File: src/rtl/power_stim_gen.sv
// LFSR stimulus generator with MISR response signature for power characterisation runs.
// Define POWER_STIM_TOGGLE_CNT_EN to build the resp/stim toggle counters.
module power_stim_gen #(
    parameter logic [15:0] NUM_VEC = 16'd256,
    parameter logic [15:0] SEED    = 16'h0001
) (
    input  logic        clk,
    input  logic        rst,
    input  logic        start,
    output logic [3:0]  stim,
    input  logic        resp,
    output logic        busy,
    output logic        done,
    output logic [15:0] sig,
    output logic [15:0] resp_toggles,
    output logic [15:0] stim_toggles
);

    // An all-zero LFSR would lock up, so a zero seed is replaced by 1.
    localparam logic [15:0] SEED_EFF = (SEED == 16'h0000) ? 16'h0001 : SEED;

    typedef enum logic [1:0] {StIdle, StRun, StDone} state_e;

    state_e      state_q;
    logic [15:0] lfsr_q;
    logic [15:0] vec_cnt_q;
    logic [15:0] lfsr_next;
    logic [15:0] sig_next;
    logic        last_sample;

    always_comb begin
        lfsr_next   = {lfsr_q[14:0], lfsr_q[15] ^ lfsr_q[13] ^ lfsr_q[12] ^ lfsr_q[10]};
        sig_next    = {sig[14:0], sig[15] ^ sig[13] ^ sig[12] ^ sig[10] ^ resp};
        last_sample = (vec_cnt_q == NUM_VEC - 16'd1);
    end

    always_ff @(posedge clk) begin
        if (rst) begin
            state_q   <= StIdle;
            stim      <= 4'h0;
            lfsr_q    <= 16'h0000;
            vec_cnt_q <= 16'h0000;
            sig       <= 16'h0000;
            busy      <= 1'b0;
            done      <= 1'b0;
        end else begin
            unique case (state_q)
                StIdle: begin
                    done <= 1'b0;
                    if (start) begin
                        lfsr_q    <= SEED_EFF;
                        stim      <= SEED_EFF[3:0];
                        vec_cnt_q <= 16'h0000;
                        sig       <= 16'h0000;
                        if (NUM_VEC == 16'h0000) begin
                            state_q <= StDone;
                            done    <= 1'b1;
                        end else begin
                            state_q <= StRun;
                            busy    <= 1'b1;
                        end
                    end
                end
                StRun: begin
                    sig <= sig_next;
                    if (last_sample) begin
                        // Final sample: stim stays on the last vector through DONE and IDLE.
                        state_q <= StDone;
                        busy    <= 1'b0;
                        done    <= 1'b1;
                    end else begin
                        lfsr_q    <= lfsr_next;
                        stim      <= lfsr_next[3:0];
                        vec_cnt_q <= vec_cnt_q + 16'd1;
                    end
                end
                StDone: begin
                    done    <= 1'b0;
                    state_q <= StIdle;
                end
                default: begin
                    state_q <= StIdle;
                    busy    <= 1'b0;
                    done    <= 1'b0;
                end
            endcase
        end
    end

`ifdef POWER_STIM_TOGGLE_CNT_EN
    logic        start_acc;
    logic        resp_prev_q;
    logic [3:0]  stim_diff;
    logic [2:0]  stim_flips;
    logic [16:0] stim_sum;

    always_comb begin
        start_acc  = (state_q == StIdle) && start;
        stim_diff  = stim ^ lfsr_next[3:0];
        stim_flips = {2'b00, stim_diff[0]} + {2'b00, stim_diff[1]} +
                     {2'b00, stim_diff[2]} + {2'b00, stim_diff[3]};
        stim_sum   = {1'b0, stim_toggles} + {14'h0000, stim_flips};
    end

    always_ff @(posedge clk) begin
        if (rst || start_acc) begin
            resp_prev_q  <= 1'b0;
            resp_toggles <= 16'h0000;
            stim_toggles <= 16'h0000;
        end else if (state_q == StRun) begin
            resp_prev_q <= resp;
            // vec_cnt_q == 0 marks the first sample, which has no predecessor.
            if ((vec_cnt_q != 16'h0000) && (resp != resp_prev_q) &&
                (resp_toggles != 16'hFFFF)) begin
                resp_toggles <= resp_toggles + 16'd1;
            end
            if (!last_sample) begin
                stim_toggles <= stim_sum[16] ? 16'hFFFF : stim_sum[15:0];
            end
        end
    end
`else
    assign resp_toggles = 16'h0000;
    assign stim_toggles = 16'h0000;
`endif

endmodule

File: config.mk
export PLATFORM = sky130hd
export DESIGN_NAME = power_stim_gen
export DESIGN_NICKNAME = d
export VERILOG_FILES = /design/src/rtl/power_stim_gen.sv
export SDC_FILE = /design/constraint.sdc
export NUM_CORES = 1
export LEC_CHECK = 0
export CELL_PAD_IN_SITES_DETAIL_PLACEMENT = 0
export CELL_PAD_IN_SITES_GLOBAL_PLACEMENT = 2
export CORE_MARGIN = 3
export CORE_UTILIZATION = 29
export DETAILED_ROUTE_END_ITERATION = 7
export GPL_TIMING_DRIVEN = 0
export HOLD_SLACK_MARGIN = 0.15
export PLACE_DENSITY_LB_ADDON = 0.25
export SLEW_MARGIN = 20
export SYNTH_ARGS = -nofsm -noshare
export SYNTH_HDL_FRONTEND = slang
export SYNTH_SLANG_ARGS = --single-unit
File: constraint.sdc
create_clock -name clk -period 2.5 [get_ports clk]
set_clock_uncertainty 0.1 [all_clocks]
set_input_delay 0.625 -clock clk [delete_from_list [all_inputs] [get_ports clk]]
set_output_delay 0.625 -clock clk [all_outputs]
set_load 0.01 [all_outputs]
=== Word level (Yosys, flattened, before mapping) ===
Index checks and enable logic that the tools add are counted.

* Register bits: 56
* Latch bits: 0
* Bits in writable memories: 0
* Memory bits (read-only): 0
* Input bits: 4
* Output and inout port bits: 54
* Word-level logic and storage cells: 46
* Memories: 0

* Add/subtract/negate cells: 1
* $mul: 0
* Div/mod/pow operators: 0
* Magnitude comparators: 0
* Equal/unequal tests: 6
* Shift operators: 0
* Muxes and demuxes: 16
* Bitwise gates (word level): 9
* Reductions and logical operators: 7

{| class="wikitable"
|+ Operators by type and width
! operator !! count
|-
| $pmux 16 s2 || 3
|-
| $mux 16 || 4
|-
| $add 16x1->16 const B || 1
|-
| $eq 16x8->1 const B || 1
|-
| $mux 4 || 2
|-
| $pmux 4 s2 || 1
|-
| $xor 1x1->1 || 7
|-
| $ne 2x2->1 const B || 3
|-
| $reduce_and 3->1 || 2
|-
| $mux 2 || 2
|-
| $pmux 2 s2 || 1
|-
| $reduce_and 2->1 || 2
|-
| $pmux 1 s3 || 1
|-
| $eq 2x1->1 const B || 1
|-
| $eq 2x2->1 const B || 1
|-
| $logic_not 2->1 || 1
|-
| $mux 1 || 2
|-
| $not 1->1 || 2
|-
| $reduce_bool 2->1 || 1
|-
| $reduce_or 2->1 || 1
|}

=== Longest topological paths before layout ===
Gate-level depths: netlist of the first run.

* Word-level depth: 5
* Depth in mapped cells: 7
* Mapped depth without buffers: 5

=== Least setup slack after synthesis of the first run ===
OpenSTA, ideal clock, no wires.

* Path kind: register to register
* Start: reg vec_cnt_q[0]
* End: reg vec_cnt_q[3]
* Setup time: 0.070 ns
* Arrival: 1.583 ns
* Data required time: 2.330 ns
* Setup slack: 0.748 ns
* Stages on the path, launching flop included: 6
* Buffers on the path: 0
* Clock period less this slack: 1.752 ns
* Cells stage by stage: dfxtp_1 -> ha_1 -> and3_1 -> and4_1 -> or4_2 -> a21oi_1

* Longest elaborated chain between the ends: 3
* Elaborated cells on any way between the ends: 6
* Classes of those cells: add/sub: 1; eq/ne: 2; mux: 2; reduce/logical: 1

{| class="wikitable"
|+ RTL lines
! item !! RTL line !! source
|-
| start: declaration || 26 || <nowiki>logic [15:0] vec_cnt_q;</nowiki>
|-
| start signal: assignment || 74 || <nowiki>vec_cnt_q <= vec_cnt_q + 16'd1;</nowiki>
|-
| $add 16x1->16 or $eq 16x8->1 (tied branches) || 74, 34 ||
|-
| $mux 16 or $ne 2x2->1 (tied branches) || - ||
|-
| $pmux 16 s2 or $reduce_and 3->1 (tied branches) || - ||
|}

Several ways; a longest one is shown, not always the timed one. The select of a mux whose other input is x is not followed.
A chain may end at the register's enable or synchronous reset.

=== Worst setup path after layout of the first run ===
* Start: reg stim[2]
* End: out stim[2]

{| class="wikitable"
|+ RTL lines
! item !! RTL line !! source
|-
| start: declaration || 10 || <nowiki>output logic [3:0] stim,</nowiki>
|-
| start signal: assignment || 52 || <nowiki>stim <= SEED_EFF[3:0];</nowiki>
|-
| start signal: assignment || 73 || <nowiki>stim <= lfsr_next[3:0];</nowiki>
|}

No word-level cell between the ends.

==> results.toml, run 1 <==
[status]
status = "finished clean"

[global_route]
grt.total_usage_pct = 11.3
grt_pass1_wl_mm = 9.26
grt_remaining_overflow = 0
grt_max_degree = 19
grt_pass1_vias = 1829
antenna_found_initial = 0

[power_and_ir_drop]
irDropWorstVdd_mv = 0.197
p_int_uw = 1110
switchingPower_uw = 411
p_per_area_mw_per_mm2 = 490
clockPowerShare_pct = 33.6
swShare_pct = 27.0
combPwrFrac_pct = 11.1
p_seq_share_pct = 55.4
power.leakage_uw = 0.00113

[cts]
cts.sinks = 52
numCtsBuffers = 5
cts_tree = "done"
ctsHoldBuffers = 0
cts-root-buf = "clkbuf_8"
post_cts_resized = 0
clock_latency_ns = 0.31
clkTransAtPathRegs_ns = 0.10
htree_num_levels = 2
clk_path_buf_depth = 2
post_cts.repair.setup_buffers = 0

[timing]
max_freq_mhz = 480
rsz0062_at_grt = "no"
min_period_ns = 2.08
maxSlewViolCount = 0
setup_viol = 0
final.setup.tns_ns = 0
worst_slew_margin_rel_pct = 66.0
hold_viol = 0
period_share_pct = 83.3
worst_slew_pin_slew_ns = 0.509

[floorplan]
start_util_pct = 30.3
io_pins = 58
rows = 33
coreArea_mm2 = 0.00830
die_area_mm2 = 0.00983
dieHeight_um = 99.1
fp.dieW_um = 99.1

[critical_path]
worstPathMaxFanout = 3
cp_cell_sequence = "buf_4, clkdlybuf4s50_1"
cp_slowest_cell = "clkdlybuf4s50_1"
worst_path_largest_cell_delay_ns = 0.52
cp.required_ns = 1.77
cp-start-kind = "register"
end_kind = "primary output"
path_delay_family = "buffers and inverters"
cp_data_arrival_time_ns = 1.36
crit_type = "reg -> out"
worst-path-buf-inv = 2

[synth]
netlist_area_mm2 = 0.00251
synth_edf_count = 0
synthCells = 284
ys_seq_area_share_pct = 41.4
avgSynthCellArea_um2 = 8.86
synthDistinctLibCells = 47
synth_most_common_cell = "dfxtp_1"
synth_ff_type = "dfxtp_1"
yosysTopAreaCell = "dfxtp_1"
ys_top_cells_by_area = "dfxtp_1 41%, buf_4 11%, a21oi_1 5.8%, o211ai_1 5.1%, a22oi_1 4.8%"
async_flop_share_pct = 0
ys_ff_latch = 52
synth_top_area_share_pct = 41.4
synth_common_cells = "52 x dfxtp_1, 38 x buf_4, 29 x a21oi_1, 23 x nor2_1, 20 x nand3_1"
yosys_warnings = 0

[run]
drv_cap = 0

[final_layout]
num_antenna_cells = 0
syn_to_final_growth_pct = 23.6
layout-drive-gt1-share_pct = 17.0
fin_util_pct = 37.5
fin_nets = 352

[detailed_routing]
drc = 0
first_iter_violations = 87
drtAntennaViolNets = 0
vias_per_cell = 4.64
wl_per_cell_um = 12.5
routed-via-count = 2100
wl_mm = 5.68
drtPass1Iterations = 4

[worst_hold_path]
min_path_type = "reg -> reg"

[placement]
gp_congestion = 0.753
io_buffers = 25
hpwl_mm = 4.01
## worst min-delay path, stage by stage, from the launching register on
cell,delay (ns)
dfxtp_1,0.32
nand3_1,0.06
a21oi_1,0.05
## worst paths after layout
kind / startpoint / end / slack (ns) / depth (start not counted)
setup reg to reg: vec_cnt_q[8] / busy / 0.51 / 6
hold / removal: lfsr_q[4] / lfsr_q[5] / 0.37 / 2
setup / recovery: stim[2] / stim[2] / 0.42 / 2
hold reg to reg: lfsr_q[4] / lfsr_q[5] / 0.37 / 2
## power groups by stage
stage | Combinational [uW] | Sequential [uW] | Clock, uW
floorplan | 126 | 861 | 0
global placement | 168 | 862 | 0
detailed placement | 168 | 862 | 0
CTS | 168 | 843 | 546
global route | 187 | 844 | 583
finish | 168 | 843 | 511
## registers in the layout, indices dropped and copies added, names as in the netlist
name / flops
done: 1
sig: 16
state_q: 2
stim: 3
lfsr_q: 13
busy: 1
vec_cnt_q: 16
## cells in the final DEF (no fill, tap or decap), types with 3 or more instances in the layout
cell type        count
conb_1              32
nand4_1              4
buf_4               38
clkbuf_8             5
o21ai_0              5
nor4_1               3
nand2_1              4
dfxtp_1             52
xnor2_1              5
a21oi_1             29
or4_1                6
o211ai_1            17
a22oi_1             16
or3_1                3
clkbuf_1            13
buf_6                3
o31ai_1              7
inv_1                3
clkdlybuf4s50_1     25
nor2_1              23
nand3_1             20
## area by class of cell
| cell class | count | area, um^2 |
|---|---|---|
| flip-flops and latches | 52 | 1040 |
| multi-input cells | 204 | 1200 |
| clock buffers | 5 | 68.8 |
| well taps | 105 | 131 |
| repair buffers | 25 | 250 |
| fillers | 874 | 5190 |
| clock inverters | 3 | 27.5 |
| inverters | 3 | 11.3 |
| plain buffers | 56 | 378 |
## per-stage QoR
| step | hold WS (ns) | instance area (um^2) | std cells | setup slack, ns | total power [uW] |
|---|---|---|---|---|---|
| floorplan | 0.344 | 2630 | 315 | 0.748 | 988 |
| global placement | 0.352 | 3010 | 445 | 0.145 | 1030 |
| detailed placement | 0.359 | 3010 | 445 | 0.141 | 1030 |
| CTS | 0.373 | 3110 | 453 | 0.401 | 1560 |
| global route | 0.400 | 3110 | 453 | 0.193 | 1610 |
| finish | 0.374 | 3110 | 453 | 0.417 | 1520 |
## routing by layer
layer / vias up / part of all wire [%] / global-route usage (%)
li1: 1095 / - / -
met1: 965 / 50 / 16.1
met2: 36 / 46 / 17.3
met3: 4 / 3.6 / 3.09
met4: 0 / 0.67 / 2.52
met5: - / 0 / 0
## cell families after synthesis
family	share of synthesized area, %
AOI/OAI and AO/OA	20.8
xor gates and xnor gates	3.33
adders and majority gates	0.497
buffers and inverters	15.5
DFF	41.4
other	0.149
and+or+nand+nor	18.3
Note: power is estimated with default switching activity, not from simulation.
==> run 2, diff against run 1 <==
CORE_UTILIZATION = 27   (was 29)
clock period = 1.7 ns   (was 2.5 ns; I/O delays follow)
==> results.toml, run 2 (synthesis gave the netlist of run 1 again) <==
[placement]
gp_congestion = 0.745
io_buffers = 25
pre_cts_ws_ns = -0.491
hpwl_mm = 4.17
placed_cells = 448
place_area_mm2 = 0.00302

[critical_path]
cp-endpoint = "vec_cnt_q[3]"
end_kind = "register"
cp_data_arrival_time_ns = 1.86
cp-start-kind = "register"
cp.required_ns = 1.85
crit_type = "reg -> reg"
worst-r2r-setup-slack_ns = -0.009
timing.rr.end = "vec_cnt_q[3]"
worstPathMaxFanout = 5
worstRegToRegCells = 5
cp-startpoint = "vec_cnt_q[0]"
r2r-start = "vec_cnt_q[0]"

[timing]
maxSlewViolCount = 0
fin_ws_ns = -0.00907
min_period_ns = 1.71
max_freq_mhz = 585
whs_ns = 0.383
setup_viol = 1
period_share_pct = 101
rsz0062_at_grt = "yes"
hold_viol = 0

[final_layout]
ff_latch_area_mm2 = 0.00110
final.fill_count = 939
fin_area_mm2 = 0.00342
final_cell_mix = "53 x buf_4, 32 x conb_1, 27 x dfxtp_1"
fin_nets = 369
fin_util_pct = 38.5
layout-drive-gt1-share_pct = 34.5
reg_top3 = "sig (16), vec_cnt_q (16), lfsr_q (13)"
final_cells = 473
final_common_cell = "buf_4"
syn_to_final_growth_pct = 36.0
num_antenna_cells = 0
multi_input_area_mm2 = 0.00130

[cts]
cts-root-buf = "clkbuf_8"
clk_path_buf_depth = 2
cts_tree = "done"
cts.sinks = 52
numCtsBuffers = 5
ctsHoldBuffers = 0
htree_num_levels = 2
clock_latency_ns = 0.32
clkTransAtPathRegs_ns = 0.10

[global_route]
grt.total_usage_pct = 12.1
grt_pass1_vias = 2116
grt_max_degree = 20
antenna_found_initial = 0
grt_pass1_wl_mm = 10.2
grt_remaining_overflow = 0

[floorplan]
rows = 34
die_area_mm2 = 0.0105
io_pins = 58
fp.dieW_um = 103
start_util_pct = 28.3
dieHeight_um = 103
coreArea_mm2 = 0.00889

[power_and_ir_drop]
p_per_area_mw_per_mm2 = 670
power.leakage_uw = 0.00142
irDropWorstVdd_mv = 0.311

[detailed_routing]
drc = 0
wl_per_cell_um = 13.2
first_iter_violations = 84
drtAntennaViolNets = 0
drtPass1Iterations = 4
vias_per_cell = 4.72
routed-via-count = 2234
wl_mm = 6.26

[status]
violations = "setup timing"
status = "finished, violations left"

[worst_hold_path]
min_path_type = "reg -> reg"

[run]
drv_cap = 0
-- run 2: cell types whose count changed in the layout (fill, tap and decap cells not counted), sizes merged --
cell,change
clkbuf,-3
clkinv,-1
clkinvlp,-1
buf,+20
clkdlybuf4s50,-22
inv,+2
dlygate4sd2,+22
-- run 2: routing by layer --
layer / part of all wire [%] / track usage [%] / vias up
met1: 48 / 16.3 / 1055
met5: 0 / 0 / -
met4: 2.0 / 4.84 / 0
li1: - / - / 1130
met2: 47 / 18.8 / 37
met3: 3.3 / 2.50 / 12
-- run 2: where the power goes --
| part | switching, uW | internal [uW] | leakage (uW) |
|---|---|---|---|
| combinational | 157 | 110 | 0.000933 |
| sequential | 8.88 | 1210 | 0.000436 |
| clock | 490 | 312 | 0.0000511 |
-- run 2: area by class of cell --
type	instances	share of cell area, %
timing repair buffer	42	10.4
buffer	56	12.1
inverter	3	0.329
clock buffer	5	2.01
sequential	52	32.2
tap	108	3.95
multi-input combinational	204	38.1
clock inverter	3	0.842
-- run 2: worst min-delay path by stage --
stage               startpoint          to  slack, ns  cells after the start
CTS                 lfsr_q[11]  lfsr_q[12]       0.38                      2
floorplan            lfsr_q[9]  lfsr_q[10]       0.34                      2
global route           stim[1]     stim[2]       0.39                      2
global placement    lfsr_q[11]  lfsr_q[12]       0.35                      2
finish               lfsr_q[9]  lfsr_q[10]       0.38                      2
detailed placement  lfsr_q[11]  lfsr_q[12]       0.36                      2
-- run 2: timing repair --
item	CTS	global route
resized for setup	79	27
setup endpoints to repair	65	40
buffers inserted	11	6
pin swaps	8	19
-- run 2: metrics by stage --
stage,power (uW),TNS (ns)
floorplan,1450,0
global placement,1520,-14.89
detailed placement,1520,-15.12
CTS,2320,0
global route,2410,-1.01
finish,2290,-0.00907
-- run 2: critical path, cell delays in order (launching register included) --
cell	delay, ns
dfxtp_4	0.37
ha_4	0.15
and3_4	0.17
and4_4	0.16
or4_2	0.55
a21oi_2	0.14
==> run 3, diff against run 2 <==
CTS_CLUSTER_DIAMETER = 150   (was default)
==> results of run 3 <==
The final DEF is identical to that of run 2; final timing and power are the same.
